[config.mk]
export PLATFORM = sky130hd
export DESIGN_NAME = fifo_burst_reader
export DESIGN_NICKNAME = d
export VERILOG_FILES = /design/src/rtl/fifo_burst_reader.sv
export SDC_FILE = /design/constraint.sdc
export NUM_CORES = 1
export LEC_CHECK = 0
export CORE_UTILIZATION = 30
export DETAILED_ROUTE_END_ITERATION = 8
export PLACE_DENSITY = 0.62
export SETUP_SLACK_MARGIN = 0.3
export SYNTH_ARGS = -nofsm -noshare
export SYNTH_HDL_FRONTEND = slang
export SYNTH_SLANG_ARGS = --single-unit
[constraint.sdc]
create_clock -name clk_i -period 4.8 [get_ports clk_i]
set_input_delay 0.72 -clock clk_i [delete_from_list [all_inputs] [get_ports clk_i]]
set_output_delay 0.72 -clock clk_i [all_outputs]
set_load 0.005 [all_outputs]
[src/rtl/fifo_burst_reader.sv]
// rtl/fifo_burst_reader.sv - read-domain burst master draining N words from a FIFO onto a valid/ready stream
//
// Purpose:
//   On start_i (accepted only in IDLE) reads exactly len_i good words from the
//   FIFO read port and presents them in order on a valid/ready stream.
//   A 2-entry output buffer absorbs the FIFO's 1-cycle read latency so a sink
//   holding m_ready_i high receives one word per cycle. Reads that return with
//   fifo_rd_error_i set are discarded, retried and counted (saturating).
//
// Ports:
//   clk_i            read-domain clock, posedge
//   rst_i            asynchronous active-high reset
//   start_i, len_i   burst request and length (sampled together in IDLE)
//   busy_o           high in READ and DONE
//   done_o           one-cycle pulse when the burst completes
//   fifo_rd_en_o     FIFO read enable (combinational)
//   fifo_rdata_i     FIFO read data, valid the cycle after fifo_rd_en_o
//   fifo_empty_i     FIFO empty flag
//   fifo_rd_error_i  FIFO underflow flag, aligned with fifo_rdata_i
//   m_valid_o, m_data_o, m_ready_i   output stream
//   err_cnt_o        saturating count of errored reads

module fifo_burst_reader #(
    parameter int WIDTH     = 8,
    parameter int LEN_WIDTH = 8,
    parameter int ERR_WIDTH = 8
) (
    input  logic                 clk_i,
    input  logic                 rst_i,
    input  logic                 start_i,
    input  logic [LEN_WIDTH-1:0] len_i,
    output logic                 busy_o,
    output logic                 done_o,
    output logic                 fifo_rd_en_o,
    input  logic [WIDTH-1:0]     fifo_rdata_i,
    input  logic                 fifo_empty_i,
    input  logic                 fifo_rd_error_i,
    output logic                 m_valid_o,
    output logic [WIDTH-1:0]     m_data_o,
    input  logic                 m_ready_i,
    output logic [ERR_WIDTH-1:0] err_cnt_o
);

    typedef enum logic [1:0] {
        ST_IDLE = 2'd0,
        ST_READ = 2'd1,
        ST_DONE = 2'd2
    } state_t;

    localparam logic [LEN_WIDTH-1:0] LEN_ONE  = LEN_WIDTH'(1);
    localparam logic [LEN_WIDTH-1:0] LEN_ZERO = '0;
    localparam logic [ERR_WIDTH-1:0] ERR_ONE  = ERR_WIDTH'(1);
    localparam logic [ERR_WIDTH-1:0] ERR_MAX  = '1;

    state_t               state;
    logic [LEN_WIDTH-1:0] remaining;    // good words still to be captured
    logic                 inflight;     // a read was issued last cycle
    logic [1:0]           occ;          // output buffer occupancy, 0..2
    logic [WIDTH-1:0]     buf_head;     // drives m_data_o
    logic [WIDTH-1:0]     buf_tail;

    logic                 start_accept;
    logic                 pop;
    logic                 push;
    logic                 drop;
    logic                 drained;
    logic [2:0]           committed;
    logic [LEN_WIDTH-1:0] inflight_ext;

    assign start_accept = (state == ST_IDLE) && start_i;
    assign pop          = m_valid_o && m_ready_i;
    assign push         = inflight && !fifo_rd_error_i;
    assign drop         = inflight && fifo_rd_error_i;
    assign drained      = (remaining == LEN_ZERO) && !inflight && (occ == 2'd0);
    assign inflight_ext = {{(LEN_WIDTH-1){1'b0}}, inflight};

    // Buffer slots already spoken for after this cycle: current contents plus
    // the word on its way back, minus the word leaving now. occ never goes
    // below pop, so the subtraction cannot wrap.
    assign committed = {1'b0, occ} + {2'b00, inflight} - {2'b00, pop};

    // remaining > inflight keeps the outstanding read from being over-issued:
    // remaining only drops when that read actually lands.
    assign fifo_rd_en_o = (state == ST_READ) && !fifo_empty_i &&
                          (remaining > inflight_ext) && (committed < 3'd2);

    assign m_valid_o = (occ != 2'd0);
    assign m_data_o  = buf_head;

    // Control FSM with registered busy/done.
    always_ff @(posedge clk_i or posedge rst_i) begin
        if (rst_i) begin
            state  <= ST_IDLE;
            busy_o <= 1'b0;
            done_o <= 1'b0;
        end else begin
            case (state)
                ST_IDLE: begin
                    done_o <= 1'b0;
                    if (start_i) begin
                        busy_o <= 1'b1;
                        if (len_i == LEN_ZERO) begin
                            state  <= ST_DONE;
                            done_o <= 1'b1;
                        end else begin
                            state  <= ST_READ;
                        end
                    end
                end
                ST_READ: begin
                    if (drained) begin
                        state  <= ST_DONE;
                        done_o <= 1'b1;
                    end
                end
                ST_DONE: begin
                    state  <= ST_IDLE;
                    busy_o <= 1'b0;
                    done_o <= 1'b0;
                end
                default: begin
                    state  <= ST_IDLE;
                    busy_o <= 1'b0;
                    done_o <= 1'b0;
                end
            endcase
        end
    end

    // Read tracking and error counter.
    always_ff @(posedge clk_i or posedge rst_i) begin
        if (rst_i) begin
            remaining <= '0;
            inflight  <= 1'b0;
            err_cnt_o <= '0;
        end else begin
            inflight <= fifo_rd_en_o;
            if (start_accept) begin
                remaining <= len_i;
            end else if (push) begin
                remaining <= remaining - LEN_ONE;
            end
            // Errored returns leave remaining alone so the word is re-read.
            if (drop && (err_cnt_o != ERR_MAX)) begin
                err_cnt_o <= err_cnt_o + ERR_ONE;
            end
        end
    end

    // Two-entry output buffer, head always at buf_head.
    always_ff @(posedge clk_i or posedge rst_i) begin
        if (rst_i) begin
            occ      <= 2'd0;
            buf_head <= '0;
            buf_tail <= '0;
        end else begin
            case ({push, pop})
                2'b10: begin
                    if (occ == 2'd0) begin
                        buf_head <= fifo_rdata_i;
                    end else begin
                        buf_tail <= fifo_rdata_i;
                    end
                    occ <= occ + 2'd1;
                end
                2'b01: begin
                    buf_head <= buf_tail;
                    occ      <= occ - 2'd1;
                end
                2'b11: begin
                    // Occupancy unchanged; the new word lands behind whatever
                    // remains after the head leaves.
                    if (occ == 2'd1) begin
                        buf_head <= fifo_rdata_i;
                    end else begin
                        buf_head <= buf_tail;
                        buf_tail <= fifo_rdata_i;
                    end
                end
                default: begin
                    occ <= occ;
                end
            endcase
        end
    end

endmodule
-- After elaboration in Yosys (flattened, before gate mapping)
Index checks and enable logic that the tools add are counted.
- register bits after elaboration: 39
- logic and storage cells: 74
- $add $sub $neg: 6
- $lt $le $gt $ge: 2
- equal/unequal tests: 11
- multiplexer cells: 19
- bitwise gates (word level): 1
- reductions and logical operators: 26
- operators by type and width (cell ; count):
    $mux W8 ; 6
    $pmux W8 S3 ; 1
    $logic_not A8 Y1 ; 2
    $pmux W8 S2 ; 1
    $logic_and A1 B1 Y1 ; 10
    $ne A2 B2 Y1 const B ; 5
    $add A8 B1 Y8 const B ; 1
    $gt A8 B1 Y1 ; 1
    $ne A8 B8 Y1 const B ; 1
    $pmux W2 S2 ; 2
    $reduce_bool A2 Y1 ; 4
    $sub A8 B1 Y8 const B ; 1
    $eq A2 B1 Y1 const B ; 3
    $mux W2 ; 3
    $reduce_and A2 Y1 ; 3
    $eq A2 B2 Y1 const B ; 2
    $logic_not A2 Y1 ; 2
    $mux W1 ; 4
    $pmux W1 S2 ; 2
    $add A2 B1 Y3 ; 1
    $logic_not A1 Y1 ; 3
    $lt A3 B2 Y1 const B ; 1
    $reduce_and A3 Y1 ; 1
    $reduce_bool A3 Y1 ; 1
    other kinds (4) ; 4

-- Longest topological paths before layout
Gate-level depths: netlist of run 1.
- word-level depth: 5
- depth in mapped cells: 11
- depth with buffers taken out: 11

-- Worst setup path after synthesis of run 1
OpenSTA, ideal clock, no wires.
- kind: register -> output
- start: reg occ[1]
- end: out fifo_rd_en_o
- data arrival time: 2.378 ns
- required time: 4.080 ns
- path slack: 1.702 ns
- cell stages (with the launch flop): 12
- path buffers: 0
- path through: dfrtp_1 inv_1 ha_1 inv_1 nand2_1 inv_1 ha_1 or2b_1 fa_1 nor2b_1 nand4_1 a31oi_1
- word-level cells in the longest chain between the ends: 5
- elaborated cells on any way between the ends: 6
- those cells by class: 2 x add/sub; 1 x order compare; 3 x reduce/logical
- RTL lines (element ; line ; RTL):
    start: declaration ; 58 ; logic [1:0] occ;
    start signal: assignment ; 164 ; occ <= occ + 2'd1;
    start signal: assignment ; 168 ; occ <= occ - 2'd1;
    $reduce_bool A2 Y1 ; 87 ; assign m_valid_o = (occ != 2'd0);
    net m_valid_o ; 38 ; output logic m_valid_o,
    $logic_and A1 B1 Y1 ; 71 ; assign pop = m_valid_o && m_ready_i;
    $sub A3 B1 Y3 ; 80 ; assign committed = {1'b0, occ} + {2'b00, inflight} - {2'b00, pop};
    $lt A3 B2 Y1 ; 85 ; (remaining > inflight_ext) && (committed < 3'd2);
    $logic_and A1 B1 Y1 ; 85 ;
    end: declaration ; 34 ; output logic fifo_rd_en_o,
The timed path passes the listed nets, and every way through them passes these cells.

-- Worst setup path after layout of run 1
- start: in m_ready_i
- end: out fifo_rd_en_o
- word-level cells in the longest chain between the ends: 4
- RTL lines (element ; line ; RTL):
    start: declaration ; 40 ; input logic m_ready_i,
    $logic_and A1 B1 Y1 ; 71 ;
    $sub A3 B1 Y3 ; 80 ;
    $lt A3 B2 Y1 ; 85 ;
    $logic_and A1 B1 Y1 ; 85 ;
No other way between the ends.

==> flow_summary.ini, run 1 <==
[sta]
finalSetupTns_ns = 0
timing.max_slew.rel_slack_pct = 38.2
min_period_over_period_pct = 85.3
fin_skew_ns = 0.00498
fmaxAchievable_mhz = 244
worstMarginPinSlew_ns = 0.924
slew_violations = 0
grt_setup_unrepaired = no
setup-violations-final = 0
hold_violations = 0
final_period_minus_worst_setup_slack_ns = 4.10

[synth]
post_synth_inst_count = 186
ys_warn_count = 0
ys_seq_area_share_pct = 48.4
synth_area_per_cell_sq_um = 10.8
postSynthRegisterBits = 39
yosysUniqueCellTypes = 37
postSynthNetCount = 219
mappedNetlistArea_sq_um = 2020

[critical_path]
crit_start = m_ready_i
timing.critical_path.to_type = primary output
cp_startpoint_kind = input pin
critical_path_required_ns = 4.08
path_max_fanout = 6
cp_data_arrival_time_ns = 3.38
timing.setup.critical_path_class = in2out
worstReg2RegStart = occ[1]$_DFFE_PP0P_

[layout]
layout-area-overhead-vs-synth_pct = 30.3
final_core_utilization_pct = 40.9
proportion_of_layout_cells_with_a_drive_suffix_above_1_pct = 11.2
net_count_reported_at_finish = 265
antennaDiodeCount = 0

[route]
routed_via_density = 4.68
wl_mm = 3.98
vias = 1452
count_of_routing_violations_after_the_opening_detailed_route_iteration = 76
detailedRoute.firstPassIterationCount = 6
route.detailed.drc = 6
avgRoutedWirePerCell_um = 12.8
drt.antenna.violating_nets = 0

[cts]
clockBufferDepth = 2
cts.sink_count = 39
clock_tree.htree_level_count = 2
insertion_delay_ns = 0.29
number_of_setup_buffers_added_after_cts = 0
clockRootBuffer = clkbuf_8
cts.hold.buffers_added = 0
reg_clk_slew_reported_paths_ns = 0.08
number_of_gates_given_a_new_drive_strength_after_cts = 0
cts_tree = built
cts_made_buffers = 5

[pwr]
power.ir.vdd_worst_uv = 299
power_switching_mw = 0.456
leakage_nw = 1.12
power.share.switching_pct = 32.8
internal_power_mw = 0.932
power-per-cell-area_nw_per_um2 = 528
clockPowerShare_pct = 20.4
sequentialPowerShare_pct = 41.4
p_comb_share_pct = 38.2

[placement]
detailedPlacementHpwl_mm = 2.90
io_buffers = 41
gp_congestion = 0.720

[global_routing]
grt_start_max_net_pins = 40
grt_pass1_vias = 1501
met3_usage_in_global_routing_pct = 2.87
groute.layer.met1.usage_pct = 15.6
grt-ovfl-total = 0
grt_most_used_layer = met2
grt_antenna_before_repair = 0
globalRouteMet2Util_pct = 20.6
grtUsageTotal_pct = 12.4
grt_pass1_wl_mm = 6.91

[floorplan]
core_area_sq_um = 6420
die_w_um = 84.0
row_count = 29
dieArea_sq_um = 7050
initial_core_util_pct = 31.4
num_io_pins = 42
floorplan.die.height_um = 84.0

[worst_hold_path]
worstHoldPathType = reg2reg
hold_path.startpoint = busy_o$_DFFE_PP0P_

[run_status]
violations_in_the_final_reports = DRC
outcome = finished with violations

[run]
maxCapViolCount = 0
critical path, cell delays in order:
cell	delay, ns
clkdlybuf4s50_1	0.46
nand2_1	0.07
inv_1	0.20
ha_1	0.28
or2b_1	0.24
fa_1	0.47
nor2b_1	0.12
nand4_1	0.10
a31oi_1	0.20
clkdlybuf4s50_1	0.53
placed cells by master (no fill, tap or decap), types with 4 or more instances in the layout:
cell and count:
dfrtp_1 39, clkdlybuf4s50_1 41, nand3_1 4, ha_1 10
clkbuf_8 6, a22oi_1 8, o21ai_0 16, nor2_1 9
xnor2_1 6, inv_1 11, mux2_2 9, nand2_1 28
xor2_1 11
cells in the mapped netlist (all sizes together):
library cell  instances  area [sq um]
nand4                 2          12.5
or2b                  1          7.51
nor3b                 1          12.5
fa                    1          20.0
xor2                 11          96.3
nand2b                1          13.8
a31oi                 2          12.5
and2b                 1          7.51
nor3                  4          25.0
nor4                  3          18.8
a21oi                 2          21.3
nor2b                 3          18.8
nor4b                 1          23.8
nor2                  9          33.8
a22oi                 8          60.1
a32o                  1          10.0
ha                   10           125
nand2                28           105
mux2                 10           116
o311ai                1          26.3
dfrtp                39           976
a21o                  1          7.51
o21ai                17          85.1
nand4b                1          8.76
o211a                 1          10.0
a311oi                1          8.76
xnor2                 6          52.6
inv                  11          41.3
buf                   3          21.3
o21a                  1          7.51
nand3                 5          30.0
cells by family (layout without fill, tap and decap cells):
| kind of cell | count (synthesis) | in the layout | synth area share [%] |
|---|---|---|---|
| xor gates and xnor gates | 17 | 17 | 7.39 |
| muxes | 10 | 10 | 5.77 |
| AOI/OAI and AO/OA | 35 | 35 | 12.4 |
| buffers and inverters | 14 | 61 | 3.10 |
| adders and majority gates | 11 | 11 | 7.20 |
| and+or+nand+nor | 60 | 60 | 15.8 |
| DFF | 39 | 39 | 48.4 |
final timing paths:
check	endpoint	slack, ns	cells past startpoint
setup / recovery	fifo_rd_en_o	0.70	10
max in group asynchronous	err_cnt_o[6]$_DFFE_PP0P_	3.60	3
min in group asynchronous	m_data_o[3]$_DFFE_PP0P_	0.85	3
hold reg to reg	busy_o$_DFFE_PP0P_	0.48	1
setup reg to reg	inflight$_DFF_PP0_	2.19	11
hold / removal	busy_o$_DFFE_PP0P_	0.48	1
per-layer routing:
metal,vias to the layer above,wire length (um)
met5,-,0
met1,694,1870
met2,22,1910
li1,732,-
met3,4,143
met4,0,54
flip-flops by register name, indices dropped and copies added, names as in the netlist:
signal and count:
buf_tail 8, busy_o 1, done_o 1, err_cnt_o 8, inflight 1, m_data_o 8
occ 2, remaining 8, state 2
stage by stage:
stage                     setup WS (ns)  total power, mW  hold slack (ns)  instance area [sq um]  cells
after floorplan                    1.70            0.901            0.462                   2020    186
after global placement            0.725             1.11            0.464                   2510    302
after detailed placement          0.678             1.12            0.472                   2510    302
after CTS                         0.677             1.41            0.490                   2630    310
after global routing              0.448             1.50            0.508                   2630    310
final                             0.705             1.39            0.481                   2630    310
power groups by stage:
stage                     registers, mW  logic [mW]  clock network (mW)
final                             0.574       0.530               0.284
after detailed placement          0.581       0.537                   0
after CTS                         0.576       0.541               0.294
after global placement            0.577       0.533                   0
after global routing              0.600       0.592               0.305
after floorplan                   0.565       0.336                   0
final cells by class:
class                      instances  area, sq um
tap                               77         96.3
sequential                        39          976
clock buffer                       6         82.6
inverter                          11         41.3
fill                             615         3800
multi-input combinational        133          977
timing repair buffer              42          418
clock inverter                     2         35.0
(Power assumes the default switching activity.)
==> run 2: changes to the inputs <==
- HOLD_SLACK_MARGIN: not set -> 0.02
==> results of run 2 <==
Final layout, timing and power as in run 1 (identical DEF).
==> run 3: changes to the inputs <==
- CELL_PAD_IN_SITES_DETAIL_PLACEMENT: not set -> 1
- CELL_PAD_IN_SITES_GLOBAL_PLACEMENT: not set -> 1
- PLACE_DENSITY: 0.62 -> 0.73
==> flow_summary.ini, run 3 (synthesis results as in run 1) <==
[run_status]
outcome = finished with violations
violations_in_the_final_reports = DRC

[layout]
final_core_utilization_pct = 40.9
net_count_reported_at_finish = 265
most-common-layout-cells = clkdlybuf4s50_1, dfrtp_1, nand2_1
proportion_of_layout_cells_with_a_drive_suffix_above_1_pct = 11.2
layout_commonest_cell = clkdlybuf4s50_1
layout-area-overhead-vs-synth_pct = 30.3
antennaDiodeCount = 0

[sta]
final.setup.worst_slack_ns = 0.595
worstMarginPinSlew_ns = 0.938
timing.max_slew.rel_slack_pct = 37.2
fin_skew_ns = 0.00515
final_period_minus_worst_setup_slack_ns = 4.21
worst_hold_slack_ns = 0.487
fmaxAchievable_mhz = 238
finalSetupTns_ns = 0
grt_setup_unrepaired = no
setup-violations-final = 0
hold_violations = 0
slew_violations = 0
min_period_over_period_pct = 87.6

[cts]
clockBufferDepth = 2
cts_made_buffers = 5
clock_tree.htree_level_count = 2
reg_clk_slew_reported_paths_ns = 0.08
clockRootBuffer = clkbuf_8
cts.hold.buffers_added = 0
cts.sink_count = 39
number_of_gates_given_a_new_drive_strength_after_cts = 0
insertion_delay_ns = 0.28
number_of_setup_buffers_added_after_cts = 0
cts_tree = built

[placement]
detailedPlacementHpwl_mm = 3.32
gp_congestion = 0.758
io_buffers = 41
dp_slack_ns = 0.562

[critical_path]
cp_data_arrival_time_ns = 3.49
cp_startpoint_kind = input pin
critical_path_required_ns = 4.08
worstReg2RegEnd = inflight$_DFF_PP0_
r2r.worst_path.cells = 11
timing.critical_path.to_type = primary output
crit_start = m_ready_i
reg2reg_slack_ns = 2.09
path_max_fanout = 6
worstReg2RegStart = occ[1]$_DFFE_PP0P_
crit_path_end = fifo_rd_en_o
timing.setup.critical_path_class = in2out

[pwr]
clockPowerShare_pct = 20.0
power.ir.vdd_worst_uv = 197
leakage_nw = 1.12
fin_total_pwr_mw = 1.40
power_switching_mw = 0.466
internal_power_mw = 0.935
sequentialPowerShare_pct = 41.2
power-per-cell-area_nw_per_um2 = 533
p_comb_share_pct = 38.8
power.share.switching_pct = 33.3

[route]
vias = 1484
route.detailed.drc = 4
wl_mm = 4.37
routed_via_density = 4.79
count_of_routing_violations_after_the_opening_detailed_route_iteration = 33
drt.antenna.violating_nets = 0
detailedRoute.firstPassIterationCount = 6
avgRoutedWirePerCell_um = 14.1

[global_routing]
grt_antenna_before_repair = 0
grtUsageTotal_pct = 13.7
grt_start_max_net_pins = 40
grt-ovfl-total = 0
grt_pass1_wl_mm = 7.71
grt_pass1_vias = 1617

[floorplan]
die_w_um = 84.0
core_area_sq_um = 6420
initial_core_util_pct = 31.4
dieArea_sq_um = 7050
row_count = 29
num_io_pins = 42
floorplan.die.height_um = 84.0

[run]
maxCapViolCount = 0

[worst_hold_path]
worstHoldPathType = reg2reg
[run 3: cell counts in the layout (fill, tap and decap cells not counted)]
No cell type changed its count.
[run 3: per-stage QoR]
stage	std cells	area (sq um)
CTS	310	2630
global placement	302	2510
finish	310	2630
floorplan	186	2020
detailed placement	302	2510
global route	310	2630
[run 3: metal layers]
metal / vias up / share of wire, % / wire length [um] / global-route usage (%)
met1: 731 / 47 / 2070 / 17.6
met5: - / 0 / 0 / 0
met2: 18 / 48 / 2120 / 23.2
li1: 730 / - / - / -
met3: 5 / 2.8 / 123 / 2.57
met4: 0 / 1.4 / 63 / 4.70
[run 3: how the worst min path moves through the flow]
stage                                  from                       to  slack (ns)  cells after the start
floorplan              state[1]$_DFFE_PP0P_     state[1]$_DFFE_PP0P_        0.46                      1
global placement         busy_o$_DFFE_PP0P_       busy_o$_DFFE_PP0P_        0.47                      1
detailed placement  m_data_o[5]$_DFFE_PP0P_  m_data_o[5]$_DFFE_PP0P_        0.48                      2
CTS                 m_data_o[5]$_DFFE_PP0P_  m_data_o[5]$_DFFE_PP0P_        0.49                      2
global route             busy_o$_DFFE_PP0P_       busy_o$_DFFE_PP0P_        0.51                      1
finish              m_data_o[2]$_DFFE_PP0P_  m_data_o[2]$_DFFE_PP0P_        0.49                      2
[run 3: worst max-delay path, cell delays in order]
cell and delay, ns:
clkdlybuf4s50_1 0.48, nand2_1 0.07, inv_1 0.20, ha_1 0.27, or2b_1 0.24, fa_1 0.48, nor2b_1 0.13, nand4_1 0.11
a31oi_1 0.23, clkdlybuf4s50_1 0.55
[run 3: power groups by stage]
stage / combinational [mW] / clock (mW) / sequential (mW)
final: 0.543 / 0.280 / 0.578
after global routing: 0.614 / 0.301 / 0.601
after CTS: 0.555 / 0.289 / 0.580
after detailed placement: 0.553 / 0 / 0.585
after global placement: 0.533 / 0 / 0.578
after floorplan: 0.336 / 0 / 0.565
[run 3: final cells by class]
cell class / instances / area, sq um
clock buffers: 6 / 82.6
clock inverters: 2 / 35.0
fillers: 720 / 3800
inverters: 11 / 41.3
multi-input cells: 133 / 977
flip-flops and latches: 39 / 976
well taps: 77 / 96.3
repair buffers: 42 / 418
